## config.mk

```make
export PLATFORM = sky130hd
export DESIGN_NAME = dma_if_mch
export DESIGN_NICKNAME = d
export VERILOG_FILES = /design/src/rtl/dma_if_mch.sv
export SDC_FILE = /design/constraint.sdc
export NUM_CORES = 1
export LEC_CHECK = 0
export ABC_AREA = 1
export BUFFER_PORTS_ARGS = -buffer_cell sky130_fd_sc_hd__buf_2
export CORE_AREA = 2 2 193 195
export CTS_CLUSTER_DIAMETER = 120
export CTS_CLUSTER_SIZE = 12
export DETAILED_ROUTE_END_ITERATION = 10
export DIE_AREA = 0 0 195 197
export PLACE_DENSITY = 0.81
export SLEW_MARGIN = 5
export SYNTH_ARGS = -nofsm -noshare
export SYNTH_HDL_FRONTEND = slang
export SYNTH_SLANG_ARGS = --single-unit
```

## constraint.sdc

```tcl
create_clock -name CLK -period 3.6 [get_ports CLK]
set_clock_uncertainty 0.15 [all_clocks]
set_input_delay 0.54 -clock CLK [delete_from_list [all_inputs] [get_ports CLK]]
set_output_delay 0.54 -clock CLK [all_outputs]
set_load 0.02 [all_outputs]
```

## src/rtl/dma_if_mch.sv

```systemverilog
// dma_if_mch: multi-channel DMA front end for a single AHB master control port.
//   Channels post transfer descriptors with Start; a round-robin arbiter picks
//   one pending channel at a time while the control FSM is idle and drives its
//   beats (Request/Addr/Size/Write/Burst/Beat). Grant advances the beat
//   address, Retry rewinds one beat, Error aborts with Done+ErrDone, and a
//   zero-length descriptor completes without touching the bus.
// Ports:
//   CLK, RST_N                       clock, async active-low reset
//   Start/WR/WRAddr/WRLen/WRSize/
//   WRBurst/Din/DmaLock              per-channel descriptor, write data, lock
//   ReadEn/DoutVld/Done/ErrDone/
//   ChBusy                           per-channel handshakes and status
//   Dout                             read data shared by all channels
//   Lock/Busy                        bus lock, any channel pending or active
//   Request/Addr/Size/Write/Burst/
//   Beat/DataIn                      master control port
//   DataOut/DataReady/Grant/Okay/
//   Error/Retry                      master responses
// Optional feature: define DMA_IF_MCH_TIMEOUT_EN to add parameter TO_CYC and
//   abort (Done+ErrDone) when END waits TO_CYC cycles for a response.
module dma_if_mch #(
  parameter int unsigned NUM_CH = 4,
  parameter int unsigned AW     = 32,
  parameter int unsigned DW     = 32,
  parameter int unsigned LW     = 10
`ifdef DMA_IF_MCH_TIMEOUT_EN
  , parameter int unsigned TO_CYC = 255
`endif
) (
  input  logic                 CLK,
  input  logic                 RST_N,
  input  logic [NUM_CH-1:0]    Start,
  input  logic [NUM_CH-1:0]    WR,
  input  logic [NUM_CH*AW-1:0] WRAddr,
  input  logic [NUM_CH*LW-1:0] WRLen,
  input  logic [NUM_CH*3-1:0]  WRSize,
  input  logic [NUM_CH-1:0]    WRBurst,
  input  logic [NUM_CH*DW-1:0] Din,
  input  logic [NUM_CH-1:0]    DmaLock,
  output logic [NUM_CH-1:0]    ReadEn,
  output logic [NUM_CH-1:0]    DoutVld,
  output logic [DW-1:0]        Dout,
  output logic [NUM_CH-1:0]    Done,
  output logic [NUM_CH-1:0]    ErrDone,
  output logic [NUM_CH-1:0]    ChBusy,
  output logic                 Lock,
  output logic                 Busy,
  output logic                 Request,
  output logic [AW-1:0]        Addr,
  output logic [2:0]           Size,
  output logic                 Write,
  output logic                 Burst,
  output logic [2:0]           Beat,
  output logic [DW-1:0]        DataIn,
  input  logic [DW-1:0]        DataOut,
  input  logic                 DataReady,
  input  logic                 Grant,
  input  logic                 Okay,
  input  logic                 Error,
  input  logic                 Retry
);

  localparam int unsigned IW = (NUM_CH > 1) ? $clog2(NUM_CH) : 1;

  typedef enum logic [1:0] {S_IDLE, S_OP, S_END} state_t;

  state_t          cs;
  logic [IW-1:0]   act;
  logic [IW-1:0]   last;
  logic [LW-1:0]   len_cnt;
  logic [NUM_CH-1:0] pend;

  // Per-channel descriptor slots
  logic            s_wr    [NUM_CH];
  logic [AW-1:0]   s_addr  [NUM_CH];
  logic [LW-1:0]   s_len   [NUM_CH];
  logic [2:0]      s_size  [NUM_CH];
  logic            s_burst [NUM_CH];

  logic [IW-1:0]   win;
  logic            win_vld;
  logic [IW-1:0]   cand;
  logic [DW-1:0]   din_sel;
  logic            lock_sel;
  logic [AW-1:0]   step;

`ifdef DMA_IF_MCH_TIMEOUT_EN
  localparam int unsigned TOW = ($clog2(TO_CYC + 1) > 8) ? $clog2(TO_CYC + 1) : 8;
  logic [TOW-1:0]  to_cnt;
`endif

  // Burst beat code chosen from the descriptor length
  function automatic logic [2:0] beat_code(input logic [LW-1:0] len);
    if (len == LW'(4))       beat_code = 3'b001;
    else if (len == LW'(8))  beat_code = 3'b010;
    else if (len == LW'(16)) beat_code = 3'b011;
    else                     beat_code = 3'b000;
  endfunction

  // Round-robin search starting just after the last served channel
  always_comb begin
    win     = '0;
    win_vld = 1'b0;
    cand    = '0;
    for (int k = 1; k <= int'(NUM_CH); k++) begin
      cand = IW'((int'(last) + k) % int'(NUM_CH));
      if (!win_vld && pend[cand]) begin
        win     = cand;
        win_vld = 1'b1;
      end
    end
  end

  // Active-channel muxes and status
  always_comb begin
    din_sel  = '0;
    lock_sel = 1'b0;
    ChBusy   = pend;
    DoutVld  = '0;
    for (int i = 0; i < int'(NUM_CH); i++) begin
      if (act == IW'(i)) begin
        din_sel  = Din[i*DW +: DW];
        lock_sel = DmaLock[i];
        if (cs != S_IDLE) ChBusy[i] = 1'b1;
        DoutVld[i] = RST_N & DataReady & ~Write;
      end
    end
  end

  assign step    = AW'(1) << Size;
  assign Request = (cs == S_OP);
  assign Lock    = lock_sel & (cs != S_IDLE);
  assign Busy    = |ChBusy;
  // Pass-through data paths are forced to 0 while reset is held
  assign DataIn  = RST_N ? din_sel : '0;
  assign Dout    = RST_N ? DataOut : '0;

  // Descriptor capture, arbitration load and beat-control FSM
  always_ff @(posedge CLK or negedge RST_N) begin
    if (!RST_N) begin
      cs      <= S_IDLE;
      act     <= '0;
      last    <= '0;
      len_cnt <= '0;
      pend    <= '0;
      Addr    <= '0;
      Size    <= '0;
      Write   <= 1'b0;
      Burst   <= 1'b0;
      Beat    <= '0;
      ReadEn  <= '0;
      Done    <= '0;
      ErrDone <= '0;
      for (int i = 0; i < int'(NUM_CH); i++) begin
        s_wr[i]    <= 1'b0;
        s_addr[i]  <= '0;
        s_len[i]   <= '0;
        s_size[i]  <= '0;
        s_burst[i] <= 1'b0;
      end
`ifdef DMA_IF_MCH_TIMEOUT_EN
      to_cnt  <= '0;
`endif
    end else begin
      ReadEn  <= '0;
      Done    <= '0;
      ErrDone <= '0;

      // A busy channel ignores Start
      for (int i = 0; i < int'(NUM_CH); i++) begin
        if (Start[i] && !ChBusy[i]) begin
          pend[i]    <= 1'b1;
          s_wr[i]    <= WR[i];
          s_addr[i]  <= WRAddr[i*AW +: AW];
          s_len[i]   <= WRLen[i*LW +: LW];
          s_size[i]  <= WRSize[i*3 +: 3];
          s_burst[i] <= WRBurst[i];
        end
      end

`ifdef DMA_IF_MCH_TIMEOUT_EN
      if (cs == S_END) to_cnt <= to_cnt + TOW'(1);
      else             to_cnt <= '0;
`endif

      case (cs)
        S_IDLE: begin
          if (win_vld) begin
            pend[win] <= 1'b0;
            act       <= win;
            last      <= win;
            len_cnt   <= s_len[win];
            Addr      <= s_addr[win];
            Size      <= s_size[win];
            Write     <= s_wr[win];
            Burst     <= s_burst[win];
            Beat      <= beat_code(s_len[win]);
            if (s_len[win] == '0) begin
              Done[win] <= 1'b1;
            end else begin
              cs <= S_OP;
              // Prefetch the first write word
              if (s_wr[win]) ReadEn[win] <= 1'b1;
            end
          end
        end
        S_OP: begin
          if (Error) begin
            cs           <= S_IDLE;
            Done[act]    <= 1'b1;
            ErrDone[act] <= 1'b1;
          end else if (Retry) begin
            len_cnt <= len_cnt + LW'(1);
            Addr    <= Addr - step;
          end else begin
            if (Okay && Write) ReadEn[act] <= 1'b1;
            if (Grant) begin
              len_cnt <= len_cnt - LW'(1);
              Addr    <= Addr + step;
              if (len_cnt == LW'(1)) cs <= S_END;
            end
          end
        end
        S_END: begin
          if (Error) begin
            cs           <= S_IDLE;
            Done[act]    <= 1'b1;
            ErrDone[act] <= 1'b1;
          end else if (Retry) begin
            cs      <= S_OP;
            len_cnt <= len_cnt + LW'(1);
            Addr    <= Addr - step;
          end else if (Okay) begin
            cs        <= S_IDLE;
            Done[act] <= 1'b1;
`ifdef DMA_IF_MCH_TIMEOUT_EN
          end else if (to_cnt == TOW'(TO_CYC)) begin
            cs           <= S_IDLE;
            Done[act]    <= 1'b1;
            ErrDone[act] <= 1'b1;
`endif
          end
        end
        default: cs <= S_IDLE;
      endcase
    end
  end

endmodule
```

==> metrics.txt, run 1 <==
status finished, final reports clean; total CTS buffers 25; Placed Area approximately 0.019 mm2; # setup viols final 0; Post-Synth Adder-Cell Area 0.0260; Rows 70; area fraction in compound gates after synthesis 0.139; fmax approximately 0.29 GHz; GRT Total Usage 0.310; most frequent cells in the layout buf_2, nand2_1, dfrtp_1; first-pass GRT wire length ~93000 um; post-synthesis mux area share 0.132; Ys Warns 0; Seq/Total Area, Yosys 0.403; PwrDens approximately 1200 mW/mm2; kind of critical path flip-flop to primary output; die area between 0.03 and 0.04 mm2; RSZ-0062 raised after global routing no; die height around 200 um; Detail Route Antenna Nets 0; ys async rst share 1.00; WP data arrival 2760 ps; Initial Utilization 0.441; Avg Synthesized Cell Area 8.05 um2; largest cells by area after synthesis dfrtp_1, mux2_2, nand2_1; vias in the first global route about 16k; Post-Synth Simple-Gate Area 0.218; Routed WL just over 60000 um; hold crit path type input port to flip-flop; CTS tree done; P_leak between 9 and 10 nW; maxcap violations 0; layout cells sized above 1 0.337; Synth Area in XOR/XNOR 0.0104; GP Congestion around 1.0; antenna violations before repair 22; top cell type by total area after synthesis dfrtp_1; most common cell after layout, fill and taps aside buf_2; # fillers roughly 3.4k; CP startpoint kind flip-flop; period utilization 0.957; Die X 195 um; Clock Path Buffers 3; Residual DRC 0; Cell Area, Synth 0.0160 mm2; maximum fanout along the worst path 29; Post-layout nets around 2.8k; Synth Register Bits roughly 260; Worst EP required just under 3000 ps; share of Yosys cell area claimed by the top area cell type 0.403; DR vias/cell 5.77; # H-tree levels 1; Slew @ Worst Pin between 900 and 1000 ps; detailed-route via count around 17k; peak supply drop between 0.0007 and 0.0008 V; 1st-iter DRT viols approximately 1.9k; Setup TNS 0 ps; Clock Latency Late Sink about 550 ps; Fin. Hold Viols 0; final hold slack roughly 60 ps; syn nets around 2.4k; Cells after Synth approximately 2k; CTS root buffer clkbuf_16; library cells used by synthesis around 50; Layout Cell Area excl Fill 0.0198 mm2; input/output buffers ~490; maximum number of pins on one net before global-route repair between 150 and 200; DR WL/cell roughly 21 um; Worst-path clk slew about 70 ps; ys flop type dfrtp_1; io pins 490; DP HPWL ~48000 um; combinational family with the most area after synthesis simple AND/OR/NAND/NOR gates; CP endpoint kind primary output; max-slew violation count 0; total gr overflow 0; Post-synth EDFFs 0; Core Region 0.0363 mm2; Rel. slew slack 0.334; DRT Pass-1 Iters 7; clock sinks 257; Tmin final 3450 ps; Area growth syn-to-layout 24.2%
==> cells in the mapped netlist (4+ instances only) <==
cell and instances:
a211oi_1 9, a21oi_1 121, a22oi_1 32, a31oi_1 11, buf_1 9, buf_2 12, buf_4 4, buf_6 5
clkbuf_1 82, clkinv_1 4, dfrtp_1 257, ha_1 30, inv_1 160, inv_2 5, mux2_2 187, nand2_1 419
nand2_2 13, nand3_1 124, nand3_2 6, nand4_1 29, nor2_1 153, nor2_2 6, nor2_4 4, nor3_1 32
nor4_1 8, o211ai_1 7, o21ai_0 186, o221ai_1 6, o22ai_1 15, xor2_1 16
==> timing repair <==
item                                    4_1_cts  5_1_grt
setup buffers                                 0        0
endpoints found under the setup margin        4       43
cloned                                        0        0
resized for setup                             1       25
hold buffers                                  1        0
hold endpoints to repair                     14        0
==> cells by family (layout without fill, tap and decap cells) <==
kind of cell,Yosys count,in the layout
XOR/XNOR,19,19
other,1,10
adder cells (fa/ha/maj),32,32
AO/OA/AOI/OAI,401,401
flip-flops,257,257
multiplexers,187,187
AND/OR/NAND/NOR,805,805
buffers and inverters,283,744
==> sequential cells by signal (all words and copies together) (netlist names), 3 cells and up <==
signal,count
s_size,12
Done,4
s_addr,128
pend,4
s_len,40
Size,3
ErrDone,4
s_wr,4
ReadEn,4
s_burst,4
Addr,32
len_cnt,10
==> metrics by stage <==
step	std cells	utilization	total power, W	setup slack, ps
6_report	2923	0.547	0.0240	153
5_1_grt	2917	0.547	0.0256	0.639
4_1_cts	2914	0.545	0.0235	68.5
3_5_place_dp	2886	0.526	0.0211	131
3_3_place_gp	2886	0.526	0.0207	255
2_1_floorplan	1985	-	0.0155	428
==> critical path, stage by stage (launching register included) <==
cell and delay (ps):
dfrtp_1 360, inv_2 40, buf_4 170, ha_1 270, inv_1 390, buf_4 340, o21ai_0 130, o21ai_0 190
a21oi_1 110, buf_2 180
==> layout make-up <==
cell class | instances | area (um2) | share of cell area
antenna | 9 | 22.5 | 0.00113
clock buffer | 25 | 626 | 0.0315
clock inverter | 2 | 28.8 | 0.00145
inverter | 170 | 643 | 0.0324
multi-input combinational | 1445 | 8490 | 0.428
sequential | 257 | 6430 | 0.324
tap | 468 | 586 | 0.0295
timing repair buffer | 547 | 3010 | 0.152
==> path summary, 6_finish.rpt <==
kind / slack [ps] / cells after the start / end / from
worst max-delay path: 150 / 9 / DataIn[29] / last[0]$_DFFE_PN0P_
worst min-delay path: 60 / 2 / s_len[5]$_DFFE_PN0P_ / WRLen[35]
worst max register to register: 250 / 16 / Addr[26]$_DFFE_PN0P_ / Size[0]$_DFFE_PN0P_
worst min register to register: 360 / 1 / s_addr[49]$_DFFE_PN0P_ / s_addr[49]$_DFFE_PN0P_
max in group asynchronous: 1600 / 4 / Size[0]$_DFFE_PN0P_ / RST_N
min in group asynchronous: 390 / 2 / s_addr[23]$_DFFE_PN0P_ / RST_N
==> metal layers <==
layer  GRT usage  share of wire  vias to the layer above
li1            -              -                     7626
met1       0.435           0.42                     8038
met2       0.468           0.44                     1003
met3      0.0922           0.11                      156
met4      0.0803          0.028                       30
met5     0.00894         0.0034                        -
==> power breakdown <==
group	switching (W)	leakage, nW	internal, W
logic	0.0104	6.42	0.00561
registers	0.00129	3.08	0.00439
clock network	0.00110	0.322	0.00123
Power figures use the tool's default switching activity.
==> inputs of run 2 (changes only) <==
- ABC_AREA: 1 -> 0
- CORE_AREA: 2 2 193 195 -> 2 2 188 190
- DIE_AREA: 0 0 195 197 -> 0 0 190 192
- PLACE_DENSITY: 0.81 -> 0.85
- REMOVE_ABC_BUFFERS: unset -> 1
==> metrics.txt, run 2 <==
Cell Area, Synth 0.0161 mm2 (was 0.0160 mm2); peak supply drop 0.000734 V (was 0.000791 V); CP delay by family, top compound AO/OA/AOI/OAI gates (was buffers and inverters); Placed Area 0.0192 mm2 (was 0.0191 mm2); met2 usage 0.558 (was 0.468); most frequent cells in the layout buf_2, nand2_1, dfrtp_1 (unchanged); GRT met3 Usage 0.0497 (was 0.0922); Rel. slew slack 0.479 (was 0.334); Ys Warns 0 (unchanged); sequential share of power 0.237 (about the same); maximum fanout along the worst path 7 (was 29); Switching Share 0.504 (was 0.532); Final Non-Filler Cells 2705 (was 2923); most flop-heavy register s_addr (unchanged); detailed-route via count 16.2k (was 16.9k); ys async rst share 1.00 (unchanged); Crit-path slowest cell mux4_2 (was inv_1); # H-tree levels 1 (unchanged); Worst-path clk slew 70 ps (about the same); placed cell count 2661 (was 2886); DR WL/cell 22.2 um (was 21.2 um); max-slew violation count 0 (unchanged); library cells used by synthesis 86 (was 51); Worst EP required 3920 ps (was 2910 ps); CP peak stage delay 570 ps (was 390 ps); Pint 0.0119 W (was 0.0112 W); hold crit path type input port to flip-flop (unchanged); clock sinks 257 (unchanged); Detail Route Antenna Nets 0 (unchanged); DP HPWL 43800 um (was 47600 um); P_leak 9.23 nW (was 9.83 nW); max FFs per register 128 (unchanged); CP startpoint kind flip-flop (unchanged); period utilization 0.971 (was 0.957); antenna violations before repair 18 (was 22); die height 192 um (was 197 um); cell breakdown of the critical path mux4_2 -> buf_4 -> o21bai_1 -> a2111oi_2 -> buf_4 -> a2bb2oi_1 -> o22ai_1 -> buf_4 -> buf_4 -> nor4_4 -> a32o_1 (was inv_2 -> buf_4 -> ha_1 -> inv_1 -> buf_4 -> o21ai_0 -> o21ai_0 -> a21oi_1 -> buf_2); DR vias/cell 6.01 (was 5.77); Setup TNS 0 ps (unchanged); GR peak layer met2 (unchanged); io pins 490 (unchanged); fmax 0.286 GHz (was 0.290 GHz); Tmin final 3500 ps (was 3450 ps); maximum number of pins on one net before global-route repair 134 (was 186); # setup viols final 0 (unchanged); Area growth syn-to-layout 24.3% (was 24.2%); Fin. Hold Viols 0 (unchanged); CP Buf/Inv Count 4 (was 5); die area 0.0365 mm2 (was 0.0384 mm2); input/output buffers 488 (unchanged); Die X 190 um (was 195 um); layout cells sized above 1 0.374 (was 0.337); status finished, final reports clean (unchanged); most used cell, CP buf_4; Post-synth EDFFs 0 (unchanged); post-layout util 0.583 (was 0.547); WP data arrival 3820 ps (was 2760 ps); RSZ-0062 raised after global routing yes (was no); Seq/Total Area, Yosys 0.400 (was 0.403); GP Congestion 0.958 (was 0.996); Clock Latency Late Sink 540 ps (was 550 ps); most common cell after layout, fill and taps aside buf_2 (unchanged); total gr overflow 0 (unchanged); PwrDens 1200 mW/mm2 (was 1210 mW/mm2); Slew @ Worst Pin 781 ps (was 998 ps); synth cell count leaders nand2_1, dfrtp_1, mux2_2, nor2_1, clkbuf_1 (was nand2_1, dfrtp_1, mux2_2, o21ai_0, inv_1); Clock power frac 0.097 (about the same); vias in the first global route 16.0k (was 16.1k); largest cells by area after synthesis dfrtp_1, mux2_2, nand2_1 (unchanged); combinational power share 0.666 (about the same); switching power total 0.0121 W (was 0.0128 W); ys flop type dfrtp_1 (unchanged); Avg Synthesized Cell Area 8.96 um2 (was 8.05 um2); CTS root buffer clkbuf_16 (unchanged); share of Yosys cell area claimed by the top area cell type 0.400 (was 0.403); Initial Utilization 0.469 (was 0.441); total CTS buffers 25 (unchanged); Core Region 0.0343 mm2 (was 0.0363 mm2); Cells after Synth 1794 (was 1985); Post-CTS Hold Fix Bufs 0 (was 1); first-pass GRT wire length 90600 um (was 93200 um); top cell type by total area after synthesis dfrtp_1 (unchanged); Post-layout nets 2631 (was 2841); count leader, synth nand2_1 (unchanged); CP endpoint kind flip-flop (was primary output); maxcap violations 0 (unchanged); 1st-iter DRT viols 1438 (was 1904); GRT Total Usage 0.318 (was 0.310); kind of critical path flip-flop to flip-flop (was flip-flop to primary output); Rows 68 (was 70); Residual DRC 0 (unchanged); global routing usage on met1 0.371 (was 0.435); Clock Path Buffers 3 (unchanged); CTS tree done (unchanged); DRT Pass-1 Iters 7 (unchanged); overall power 0.0240 W (about the same); Layout Cell Area excl Fill 0.0200 mm2 (was 0.0198 mm2); Synth Register Bits 257 (unchanged); Routed WL 60000 um (was 62000 um); largest registers s_addr (128), s_len (40), Addr (32) (unchanged)
run 2: cell count changes in the layout (fill, tap and decap cells not counted), moves of 12 or more:
cell,change
o21ai_0,-106
nand3_1,-14
nand4_1,-12
nand2_2,-12
nand2_1,-131
inv_1,-119
a21oi_1,-35
buf_4,+17
and2_1,+70
nor2_1,-41
and3_1,+18
mux2i_1,+12
run 2: power by group through the flow:
stage | clock network, W | registers, W | logic (W)
CTS | 0.00235 | 0.00561 | 0.0155
global route | 0.00246 | 0.00582 | 0.0174
detailed placement | 0 | 0.00564 | 0.0154
floorplan | 0 | 0.00563 | 0.00926
finish | 0.00232 | 0.00568 | 0.0160
global placement | 0 | 0.00557 | 0.0150
run 2: routing by layer:
layer	wire, um	part of all wire
met2	30200	0.50
met3	4450	0.074
met1	22000	0.37
met5	12	0.00020
met4	3230	0.054
run 2: logic make-up after synthesis:
| family | synth area share |
|---|---|
| adders and majority gates | 0.0259 |
| AOI/OAI and AO/OA | 0.162 |
| muxes | 0.142 |
| DFF | 0.400 |
| buffers and inverters | 0.0451 |
| xor gates and xnor gates | 0.0109 |
| other | 0.000233 |
| and+or+nand+nor | 0.214 |
run 2: area by class of cell:
| type | count | area [um2] |
|---|---|---|
| fill | 2961 | 14300 |
| multi-input combinational | 1350 | 9040 |
| sequential | 257 | 6430 |
| timing repair buffer | 562 | 3110 |
| clock buffer | 25 | 626 |
| tap | 455 | 569 |
| inverter | 40 | 150 |
| antenna | 15 | 37.5 |
| clock inverter | 1 | 8.76 |
run 2: timing repair:
action                                  CTS  global route
setup buffers                             0             3
resized for setup                         1            26
pin swaps                                 0             4
endpoints found under the setup margin    1            29
run 2: path summary, 6_finish.rpt:
check                                    start  slack, ps                       to  depth (start not counted)
max                        last[0]$_DFFE_PN0P_        100        Done[3]$_DFF_PN0_                         11
min                                 WRAddr[22]         80  s_addr[118]$_DFFE_PN0P_                          2
max reg2reg                last[0]$_DFFE_PN0P_        100        Done[3]$_DFF_PN0_                         11
min reg2reg                  Burst$_DFFE_PN0P_        330        Burst$_DFFE_PN0P_                          2
max in group asynchronous                RST_N       2510   s_addr[64]$_DFFE_PN0P_                          2
min in group asynchronous                RST_N        120   s_addr[43]$_DFFE_PN0P_                          2
run 2: per-stage QoR:
step / hold WS (ps) / worst slack [ps]
4_1_cts: 60.2 / 26.5
2_1_floorplan: 94.4 / -1860
3_3_place_gp: 315 / 152
6_report: 78.2 / 104
3_5_place_dp: 321 / 89.9
5_1_grt: 70.7 / -83.2
==> inputs of run 3 (changes only) <==
- MAX_ROUTING_LAYER: unset -> met4
==> metrics.txt, run 3 (synthesis results as in run 2) <==
Setup TNS 0 ps (unchanged); Area growth syn-to-layout 24.2% (was 24.3%); DR WL/cell 22.0 um (was 22.2 um); GP Congestion 0.991 (was 0.958); vias in the first global route 16.0k (about the same); Worst-path clk slew 70 ps (about the same); Worst EP required 3880 ps (was 3920 ps); io pins 490 (unchanged); hold crit path type input port to flip-flop (unchanged); Detail Route Antenna Nets 0 (unchanged); DP HPWL 43400 um (was 43800 um); CTS root buffer clkbuf_16 (unchanged); most flop-heavy register s_addr (unchanged); detailed-route via count 16.3k (was 16.2k); PwrDens 1200 mW/mm2 (about the same); max FFs per register 128 (unchanged); antenna violations before repair 16 (was 18); input/output buffers 488 (unchanged); Post-layout nets 2626 (was 2631); Rel. slew slack 0.426 (was 0.479); Hold Crit Depth 2 (unchanged); Slew @ Worst Pin 854 ps (was 781 ps); clock sinks 257 (unchanged); maxcap violations 0 (unchanged); worst slack at placement 106 ps (was 89.9 ps); Die X 190 um (unchanged); CP endpoint kind flip-flop (unchanged); Clock Path Buffers 3 (unchanged); Initial Utilization 0.469 (unchanged); GRT Total Usage 0.324 (was 0.318); most common cell after layout, fill and taps aside buf_2 (unchanged); WP data arrival 3740 ps (was 3820 ps); status finished, final reports clean (unchanged); kind of critical path flip-flop to flip-flop (unchanged); # setup viols final 0 (unchanged); most frequent cells in the layout buf_2, nand2_1, dfrtp_1 (unchanged); total gr overflow 0 (unchanged); die height 192 um (unchanged); max-slew violation count 0 (unchanged); final hold slack 74.2 ps (was 78.2 ps); CP startpoint kind flip-flop (unchanged); CTS tree done (unchanged); die area 0.0365 mm2 (unchanged); # fillers 2935 (was 2961); layout cells sized above 1 0.370 (was 0.374); final setup margin 138 ps (was 104 ps); period utilization 0.962 (was 0.971); Placed Area 0.0192 mm2 (unchanged); total CTS buffers 25 (unchanged); post-layout util 0.582 (was 0.583); maximum number of pins on one net before global-route repair 87 (was 134); Layout Cell Area excl Fill 0.0199 mm2 (was 0.0200 mm2); first-pass GRT wire length 89300 um (was 90600 um); Clock Latency Late Sink 550 ps (was 540 ps); Routed WL 59400 um (was 60000 um); maximum fanout along the worst path 8 (was 7); 1st-iter DRT viols 1511 (was 1438); Core Region 0.0343 mm2 (unchanged); # H-tree levels 1 (unchanged); DRT Pass-1 Iters 5 (was 7); worst-case reg-to-reg path depth 11 (unchanged); Rows 68 (unchanged); Tmin final 3460 ps (was 3500 ps); P_leak 9.22 nW (was 9.23 nW); Residual DRC 0 (unchanged); peak supply drop 0.00106 V (was 0.000734 V); RSZ-0062 raised after global routing yes (unchanged); fmax 0.289 GHz (was 0.286 GHz); largest registers s_addr (128), s_len (40), Addr (32) (unchanged); Fin. Hold Viols 0 (unchanged); DR vias/cell 6.06 (was 6.01)
[run 3: changes by cell type in the layout (fill, tap and decap cells not counted), sizes merged]
cell and delta:
diode -5, nor4 +1, dlygate4sd3 +1, inv +1, buf -7
[run 3: path summary, 6_finish.rpt]
path / start / end / slack [ps]
hold reg to reg: Burst$_DFFE_PN0P_ / Burst$_DFFE_PN0P_ / 340
setup reg to reg: last[0]$_DFFE_PN0P_ / cs[0]$_DFFE_PN0P_ / 140
min in group asynchronous: RST_N / s_addr[60]$_DFFE_PN0P_ / 340
hold / removal: WRAddr[21] / s_addr[117]$_DFFE_PN0P_ / 70
setup / recovery: last[0]$_DFFE_PN0P_ / cs[0]$_DFFE_PN0P_ / 140
max in group asynchronous: RST_N / s_addr[62]$_DFFE_PN0P_ / 1830
[run 3: worst max-delay path: stages, from the launching register on]
cell       delay, ps
dfrtp_1          400
inv_1             80
ha_2             420
or3b_2           150
nand3_1          170
buf_4            230
o41a_1           340
a2111oi_2        460
o22ai_2          210
nor4b_2          340
mux2i_1          280
o211ai_2         100
[run 3: cell type report]
class                   instances  area (um2)  share of cell area
clock inverters                 2        17.5            0.000878
well taps                     455         569              0.0285
flip-flops and latches        257        6430               0.322
multi-input cells            1351        9020               0.452
diodes                         10        25.0             0.00125
inverters                      40         150             0.00753
clock buffers                  25         626              0.0314
repair buffers                556        3110               0.156
[run 3: through the flow]
step                      std cells  power, W
after floorplan                1647    0.0149
after global placement         2656    0.0205
after detailed placement       2656    0.0210
after CTS                      2684    0.0234
after global routing           2695    0.0255
final                          2696    0.0239
[run 3: metal layers]
layer / routed length (um) / part of all wire / global-route usage
met5: 0 / 0 / -
met4: 3160 / 0.053 / 0.173
met3: 4670 / 0.079 / 0.0446
met2: 30100 / 0.51 / 0.568
met1: 21400 / 0.36 / 0.358
[run 3: what timing repair did]
item | 4_1_cts | 5_1_grt
resized for setup | 0 | 18
buffers inserted | 0 | 1
setup endpoints to repair | 0 | 29
hold endpoints to repair | 5 | 0
hold buffers | 1 | 0
[run 3: power by group]
group	switching (W)	total [W]	leakage, nW	internal, W
clock	0.00110	0.00233	0.317	0.00123
combinational	0.00969	0.0159	5.83	0.00619
sequential	0.00127	0.00567	3.07	0.00441
total	0.0121	0.0239	9.22	0.0118
